**config.mk**
```make
export PLATFORM = sky130hd
export DESIGN_NAME = sky_rom_loader
export DESIGN_NICKNAME = d
export VERILOG_FILES = /design/src/rtl/sky_rom_loader.sv
export SDC_FILE = /design/constraint.sdc
export NUM_CORES = 1
export LEC_CHECK = 0
export CAP_MARGIN = 10
export CORE_AREA = 4 4 152 117
export CTS_BUF_LIST = sky130_fd_sc_hd__clkbuf_8
export CTS_CLUSTER_SIZE = 14
export DETAILED_ROUTE_END_ITERATION = 16
export DIE_AREA = 0 0 156 121
export GPL_TIMING_DRIVEN = 0
export PLACE_DENSITY = 0.6
export SYNTH_ARGS = -nofsm -noshare
export SYNTH_HDL_FRONTEND = slang
export SYNTH_SLANG_ARGS = --single-unit
```
**constraint.sdc**
```tcl
create_clock -name clk_sys -period 2.6 [get_ports clk_sys]
set_input_delay 0.26 -clock clk_sys [delete_from_list [all_inputs] [get_ports clk_sys]]
set_output_delay 0.26 -clock clk_sys [all_outputs]
set_load 0.02 [all_outputs]
```
**src/rtl/sky_rom_loader.sv**
```systemverilog
`default_nettype none
// ============================================================================
// Module      : sky_rom_loader
// Description : Download ingest stage for the Sky Skipper core. Forwards ROM
//               bytes (index 0) to the core load port with a registered
//               one-cycle strobe and captures DIP bytes (index 254) into an
//               8-entry register file. Holds the core in reset during a load
//               and for POST_CYCLES afterwards, then reports completeness.
//               Optional build macro SKY_LOADER_CHECKSUM_EN enables a 16-bit
//               wrap-around checksum of accepted ROM bytes; without it the
//               checksum output is tied to zero.
// Revision    : 1.0 - initial release
// ============================================================================
module sky_rom_loader #(
  parameter int ROM_BYTES   = 98304,
  parameter int POST_CYCLES = 16
) (
  input  logic        clk_sys,
  input  logic        reset,
  input  logic        ioctl_download,
  input  logic [7:0]  ioctl_index,
  input  logic        ioctl_wr,
  input  logic [24:0] ioctl_addr,
  input  logic [7:0]  ioctl_dout,
  output logic [16:0] dl_addr,
  output logic [7:0]  dl_data,
  output logic        dl_wr,
  output logic [7:0]  sw0,
  output logic [7:0]  sw1,
  output logic [7:0]  sw2,
  output logic        core_reset,
  output logic        load_done,
  output logic        load_err,
  output logic [15:0] checksum
);

  typedef enum logic [1:0] {
    S_IDLE = 2'd0,
    S_LOAD = 2'd1,
    S_POST = 2'd2
  } state_t;

  localparam logic [16:0] c_rom_len   = 17'(ROM_BYTES);
  localparam logic [24:0] c_rom_limit = 25'(ROM_BYTES);
  localparam logic [7:0]  c_post_len  = 8'(POST_CYCLES);
  localparam logic [16:0] c_cnt_max   = '1;

  state_t      state_q, state_d;
  logic [16:0] dl_addr_q;
  logic [7:0]  dl_data_q;
  logic        dl_wr_q;
  logic [16:0] cnt_q;
  logic        ovf_q;
  logic        done_q;
  logic        err_q;
  logic [7:0]  post_cnt_q;
  logic [7:0]  dip_q [8];

  logic w_rom_byte;
  logic w_dip_byte;
  logic w_start;
  logic w_accept;
  logic w_overrun;
  logic w_enter;
  logic w_exit;

  assign w_rom_byte = ioctl_download & ioctl_wr & (ioctl_index == 8'd0);
  assign w_dip_byte = ioctl_download & ioctl_wr & (ioctl_index == 8'd254)
                    & (ioctl_addr[24:3] == 22'd0);
  assign w_start    = ioctl_download & (ioctl_index == 8'd0);
  assign w_accept   = w_rom_byte & (state_q == S_LOAD) & (ioctl_addr < c_rom_limit);
  assign w_overrun  = w_rom_byte & (state_q == S_LOAD) & (ioctl_addr >= c_rom_limit);

  // State register.
  always_ff @(posedge clk_sys or posedge reset) begin
    if (reset) state_q <= S_IDLE;
    else       state_q <= state_d;
  end

  // Next-state logic plus one-cycle LOAD entry/exit qualifiers for the datapath.
  always_comb begin
    state_d = state_q;
    w_enter = 1'b0;
    w_exit  = 1'b0;
    case (state_q)
      S_IDLE: begin
        if (w_start) begin
          state_d = S_LOAD;
          w_enter = 1'b1;
        end
      end
      S_LOAD: begin
        if (!ioctl_download) begin
          state_d = S_POST;
          w_exit  = 1'b1;
        end
      end
      S_POST: begin
        // Download can only be high here if it rose again, so restart at once.
        if (w_start) begin
          state_d = S_LOAD;
          w_enter = 1'b1;
        end else if (post_cnt_q <= 8'd1) begin
          state_d = S_IDLE;
        end
      end
      default: state_d = S_IDLE;
    endcase
  end

  // Load port, byte counter, overflow tracking, status flags and post-load timer.
  always_ff @(posedge clk_sys or posedge reset) begin
    if (reset) begin
      dl_addr_q  <= '0;
      dl_data_q  <= '0;
      dl_wr_q    <= 1'b0;
      cnt_q      <= '0;
      ovf_q      <= 1'b0;
      done_q     <= 1'b0;
      err_q      <= 1'b0;
      post_cnt_q <= '0;
    end else begin
      dl_wr_q <= w_accept;
      if (w_accept) begin
        dl_addr_q <= ioctl_addr[16:0];
        dl_data_q <= ioctl_dout;
      end
      if (w_enter) begin
        cnt_q  <= '0;
        ovf_q  <= 1'b0;
        done_q <= 1'b0;
        err_q  <= 1'b0;
      end else begin
        if (w_accept && (cnt_q != c_cnt_max)) cnt_q <= cnt_q + 17'd1;
        if (w_overrun) ovf_q <= 1'b1;
      end
      if (w_exit) begin
        done_q <= (cnt_q == c_rom_len) && !ovf_q;
        err_q  <= !((cnt_q == c_rom_len) && !ovf_q);
      end
      if (w_exit) post_cnt_q <= c_post_len;
      else if ((state_q == S_POST) && (post_cnt_q != 8'd0)) post_cnt_q <= post_cnt_q - 8'd1;
    end
  end

  // DIP register file, written from any state.
  always_ff @(posedge clk_sys or posedge reset) begin
    if (reset) begin
      for (int i = 0; i < 8; i++) dip_q[i] <= '0;
    end else if (w_dip_byte) begin
      dip_q[ioctl_addr[2:0]] <= ioctl_dout;
    end
  end

`ifdef SKY_LOADER_CHECKSUM_EN
  logic [15:0] checksum_q;

  // Sum accepted bytes alongside their dl_wr pulse; only moves while loading.
  always_ff @(posedge clk_sys or posedge reset) begin
    if (reset)         checksum_q <= '0;
    else if (w_enter)  checksum_q <= '0;
    else if (w_accept) checksum_q <= checksum_q + {8'd0, ioctl_dout};
  end

  assign checksum = checksum_q;
`else
  assign checksum = 16'd0;
`endif

  // Entries 3..7 exist for the HPS but are not routed to the core.
  logic w_dip_unused;
  assign w_dip_unused = ^{dip_q[3], dip_q[4], dip_q[5], dip_q[6], dip_q[7]};

  assign dl_addr    = dl_addr_q;
  assign dl_data    = dl_data_q;
  assign dl_wr      = dl_wr_q;
  assign sw0        = dip_q[0];
  assign sw1        = dip_q[1];
  assign sw2        = dip_q[2];
  assign load_done  = done_q;
  assign load_err   = err_q;
  // Combinational so the core sees reset without waiting for a clock.
  assign core_reset = reset | (state_q != S_IDLE);

endmodule
`default_nettype wire

```
==> impl_metrics.tcl, run 1 <==
set metrics [dict create \
    cpPeakStageDelay_ns 0.40 \
    final_area_mm2 0.00578 \
    worstSetupPathType "register to register" \
    clockRootBuffer "clkbuf_8" \
    drcViolationCount 0 \
    antenna_found_initial 0 \
    synth_top_family_by_area "simple AND/OR/NAND/NOR gates" \
    hold_viol 0 \
    netlist_instances 335 \
    peakVddDrop_v 0.000281 \
    cts_hold_buf 0 \
    wl_um 11200 \
    worstSetupEndpointType "register" \
    ys_seq_area_frac 0.498 \
    grt_pass1_wl_um 17600 \
    report.final.setup_viol 0 \
    critPathMaxFanout 6 \
    yosys-mux-area-fraction 0.180 \
    crit_buf_inv 2 \
    arrival_ns 2.76 \
    rows 41 \
    routedWlPerCell_um 16.1 \
    post-dp-hpwl_um 8060 \
    path_common_cell "and3_4" \
    synthSimpleGateAreaFrac 0.211 \
    syn_to_final_growth_pct 43.8 \
    first_pass_iters 4 \
    slew_violations 0 \
    layout.nets 522 \
    timing.final.crit_share 0.974 \
    cpLargestDelayFamily "simple AND/OR/NAND/NOR gates" \
    cts_made_buffers 9 \
    final_cell_mix "clkdlybuf4s50_1 (97), dfrtp_1 (80), mux2_2 (39)" \
    syn_avg_cell_area_um2 12.0 \
    fin_worst_skew_ns 0.0124 \
    p_sw_uw 671 \
    die_x_um 156 \
    rsz0062_at_grt "true" \
    fill_cells 1624 \
    r2r_cells 11 \
    place.gp.congestion 0.839 \
    syn_area_mm2 0.00402 \
    synth_seq_cells 80 \
    p_int_uw 2080 \
    core_mm2 0.0165 \
    p_per_area_mw_per_mm2 475 \
    synth_compound_area_frac 0.0408 \
    detail-route-antenna-nets 0 \
    pre_cts_slack_ns -0.286 \
    crit_start "cnt_q[0]" \
    synth_adder_area_share 0.0187 \
    clk_pin_slew_worst_paths_ns 0.09 \
    cap_viol_max_count 0 \
    die-area_mm2 0.0189 \
    drive_above_1_share 0.267 \
    clockPowerShare 0.414 \
    grt.overflow.total 0 \
    post-route-util 0.351 \
    initial_utilization 0.244 \
    vias 3175 \
    insertion_delay_ns 0.36 \
    min_period_ns 2.53 \
    worst_slew_pin_slew_ns 0.703 \
    outcome "completed" \
    synthFlopType "dfrtp_1" \
    grt_usage 0.119 \
    avgViaCountPerCell 4.59 \
    synth.distinct_cells 46 \
    grt_max_degree 60 \
    crit_chain "ha_2 -> and3_4 -> and3_4 -> and3_4 -> ha_4 -> and4b_1 -> nand4_1 -> buf_6 -> buf_6 -> o31ai_1 -> a21oi_2" \
    fin_ws_ns 0.0682 \
    antenna_cells 0 \
    whs_ns 0.224 \
    tritoncts "yes" \
    pin_count 114 \
    finalPower_uw 2750 \
    timing.critical_path.slowest_stage_cell "dfrtp_1" \
    dieHeight_um 121 \
    grt_pass1_vias 3305 \
    place_area_mm2 0.00535 \
    drt-initial-drc-count 193 \
    rr_startpoint "cnt_q[0]" \
    crit_cells 11 \
    cts-htree-levels 3 \
    yosys.area_share.xor_xnor 0.00218 \
    synth_edf_count 0 \
    layout_commonest_cell "clkdlybuf4s50_1" \
    relSlewSlack 0.527 \
    clk_path_buf_depth 2 \
    pwr-share-comb 0.108 \
    max_freq_ghz 0.395 \
    seqPwrFrac 0.478 \
    power_leakage_uw 0.00261 \
    cp.required_ns 2.83 \
    clock-sinks 80 \
    async_reset_ff_frac 1.00 \
    swShare 0.244 \
    worst_setup_path_start_kind "register" \
    io_buffers 97 \
    hp-class "primary input to async pin" \
    yosys_warnings 0 \
]
## synth_stat cells (all sizes together), types with 2 or more instances
library cell	instances	share of area
nor3	4	0.0050
o31ai	8	0.015
and4	3	0.0065
nor4	14	0.034
o21ai	2	0.0025
nand2	19	0.018
nand2b	8	0.012
nor2	12	0.013
nand4b	3	0.0065
and3	8	0.012
a21oi	12	0.015
mux2i	13	0.032
nand3b	2	0.0037
nand4	8	0.020
mux2	50	0.15
nor2b	4	0.0062
nand3	17	0.022
buf	20	0.038
nor3b	3	0.0056
dfrtp	80	0.50
inv	5	0.0047
and4b	2	0.0050
or3	3	0.0047
clkbuf	7	0.0065
ha	6	0.019
or4	12	0.026
## through the flow
stage | std cells | TNS (ns)
5_1_grt | 691 | -0.0799
3_3_place_gp | 662 | -97.60
4_1_cts | 685 | 0
3_5_place_dp | 663 | -6.02
6_report | 691 | 0
2_1_floorplan | 350 | 0
## state kept, by name (all words and copies together), names as in the netlist, 2 cells and up
register	count
cnt_q	17
dl_addr	17
dl_data	8
post_cnt_q	8
sw0	8
sw1	8
sw2	8
state_q	2
## kinds of logic (layout without fill, tap and decap cells)
kind of cell | Yosys count | in the layout
xor gates and xnor gates | 1 | 1
adders and majority gates | 6 | 6
other | 1 | 16
AOI/OAI and AO/OA | 26 | 26
and+or+nand+nor | 126 | 126
DFF | 80 | 80
buffers and inverters | 32 | 158
muxes | 63 | 63
## area by class of cell
cell class / instances / area [um^2] / share of cell area
clock buffer: 10 / 138 / 0.0238
sequential: 80 / 2000 / 0.346
multi-input combinational: 238 / 1970 / 0.340
tap: 215 / 269 / 0.0465
buffer: 26 / 180 / 0.0311
inverter: 5 / 21.3 / 0.00368
timing repair buffer: 111 / 1100 / 0.190
clock inverter: 6 / 108 / 0.0186
## repair_timing
action                     in CTS  in global routing
setup buffers                   7                  6
resized for setup               7                 14
pin swaps                       3                 10
hold endpoints to repair        0                  0
setup endpoints to repair       8                  9
## power by group through the flow
| stage | clock network, uW | logic (uW) | registers (uW) |
|---|---|---|---|
| final | 1140 | 297 | 1310 |
| after global placement | 0 | 279 | 1330 |
| after detailed placement | 0 | 301 | 1340 |
| after global routing | 1240 | 331 | 1320 |
| after floorplan | 0 | 162 | 1330 |
| after CTS | 1190 | 302 | 1310 |
## per-layer routing
layer	wire length, um	global-route usage
met4	208	0.0366
met1	4920	0.154
met3	805	0.0442
met2	5210	0.186
met5	0	0
## path summary, 6_finish.rpt
path,endpoint,slack [ns]
min reg2reg,sw2[7],0.51
max in group asynchronous,sw2[1],1.76
max reg2reg,cnt_q[11],0.07
max,cnt_q[11],0.07
min in group clk_sys,sw2[7],0.51
min,load_done,0.22
Power figures use the tool's default switching activity.
==> run 2, diff against run 1 <==
Settings changed: SKIP_CTS_REPAIR_TIMING from default to 1.
==> impl_metrics.tcl, run 2 (synthesis gave the netlist of run 1 again) <==
set metrics [dict create \
    final_cell_mix "clkdlybuf4s50_1 (97), dfrtp_1 (78), mux2_2 (39)" \
    post-dp-hpwl_um 8060 \
    fin_worst_skew_ns 0.0137 \
    place.gp.congestion 0.839 \
    wl_um 11000 \
    hp-class "primary input to async pin" \
    whs_ns 0.225 \
    insertion_delay_ns 0.36 \
    clk_pin_slew_worst_paths_ns 0.09 \
    finalPower_uw 2750 \
    cts-htree-levels 3 \
    grt.overflow.total 0 \
    antenna_found_initial 0 \
    worstSetupPathType "register to register" \
    grt_pass1_vias 3218 \
    critPathMaxFanout 8 \
    die_x_um 156 \
    layout_commonest_cell "clkdlybuf4s50_1" \
    cp.required_ns 2.88 \
    syn_to_final_growth_pct 43.7 \
    first_pass_iters 4 \
    timing.final.crit_share 0.986 \
    power_leakage_uw 0.00261 \
    tritoncts "yes" \
    worst_setup_path_start_kind "register" \
    clockRootBuffer "clkbuf_8" \
    cap_viol_max_count 0 \
    max_freq_ghz 0.390 \
    drcViolationCount 0 \
    drive_above_1_share 0.262 \
    relSlewSlack 0.525 \
    min_period_ns 2.56 \
    core_mm2 0.0165 \
    drt-initial-drc-count 165 \
    clock-sinks 80 \
    grt_usage 0.117 \
    worst_slew_pin_slew_ns 0.707 \
    detail-route-antenna-nets 0 \
    die-area_mm2 0.0189 \
    antenna_cells 0 \
    rsz0062_at_grt "true" \
    layout.nets 520 \
    peakVddDrop_v 0.000286 \
    initial_utilization 0.244 \
    vias 3145 \
    grt_pass1_wl_um 17300 \
    report.final.setup_viol 0 \
    io_buffers 97 \
    clk_path_buf_depth 2 \
    avgViaCountPerCell 4.56 \
    reg2reg_slack_ns 0.04 \
    routedWlPerCell_um 16.0 \
    rows 41 \
    pin_count 114 \
    p_per_area_mw_per_mm2 476 \
    grt_max_degree 60 \
    arrival_ns 2.85 \
    dieHeight_um 121 \
    outcome "completed" \
    cts_made_buffers 9 \
    slew_violations 0 \
    worstSetupEndpointType "register" \
    hold_viol 0 \
]
==> run 2: worst max-delay path, stage by stage (launching register included) <==
cell	delay [ns]
dfrtp_1	0.43
ha_4	0.19
and3_4	0.17
and3_4	0.18
and3_4	0.17
ha_4	0.17
and4b_1	0.24
nand4_1	0.15
buf_6	0.23
buf_6	0.12
or3_1	0.30
a21oi_1	0.13
==> run 2: metal layers <==
layer  global-route usage  vias up  wire length (um)
met5                    0        -                 0
met4               0.0279        0               109
met3               0.0421        8               809
met2                0.184      101              5250
met1                0.155     1556              4840
li1                     -     1480                 -
==> run 2: through the flow <==
step	utilization	area (um^2)	setup slack, ns	std cells	TNS [ns]
2_1_floorplan	-	4080	0.0232	350	0
3_3_place_gp	0.323	5320	-1.16	662	-97.60
3_5_place_dp	0.325	5350	-0.286	663	-6.02
4_1_cts	0.340	5590	-0.338	679	-1.26
5_1_grt	0.351	5780	-0.0826	689	-0.229
6_report	0.351	5780	0.0351	689	0
==> run 2: path summary, 6_finish.rpt <==
kind | start | end | cells past startpoint
min in group clk_sys | sw2[7] | sw2[7] | 1
max in group asynchronous | reset | cnt_q[4] | 3
min | reset | load_done | 2
max | cnt_q[0] | cnt_q[3] | 11
min reg2reg | sw2[7] | sw2[7] | 1
max reg2reg | cnt_q[0] | cnt_q[3] | 11
==> run 2: report_power, final <==
group          total, uW  switching, uW  internal, uW
combinational        295            155           140
clock               1140            479           661
sequential          1310           37.6          1280
total               2750            671          2080
==> run 2: area by class of cell <==
class / instances / area (um^2)
multi-input combinational: 238 / 1970
fill: 1628 / 10700
clock inverter: 6 / 108
sequential: 80 / 2000
inverter: 5 / 21.3
timing repair buffer: 109 / 1080
buffer: 26 / 180
clock buffer: 10 / 138
tap: 215 / 269
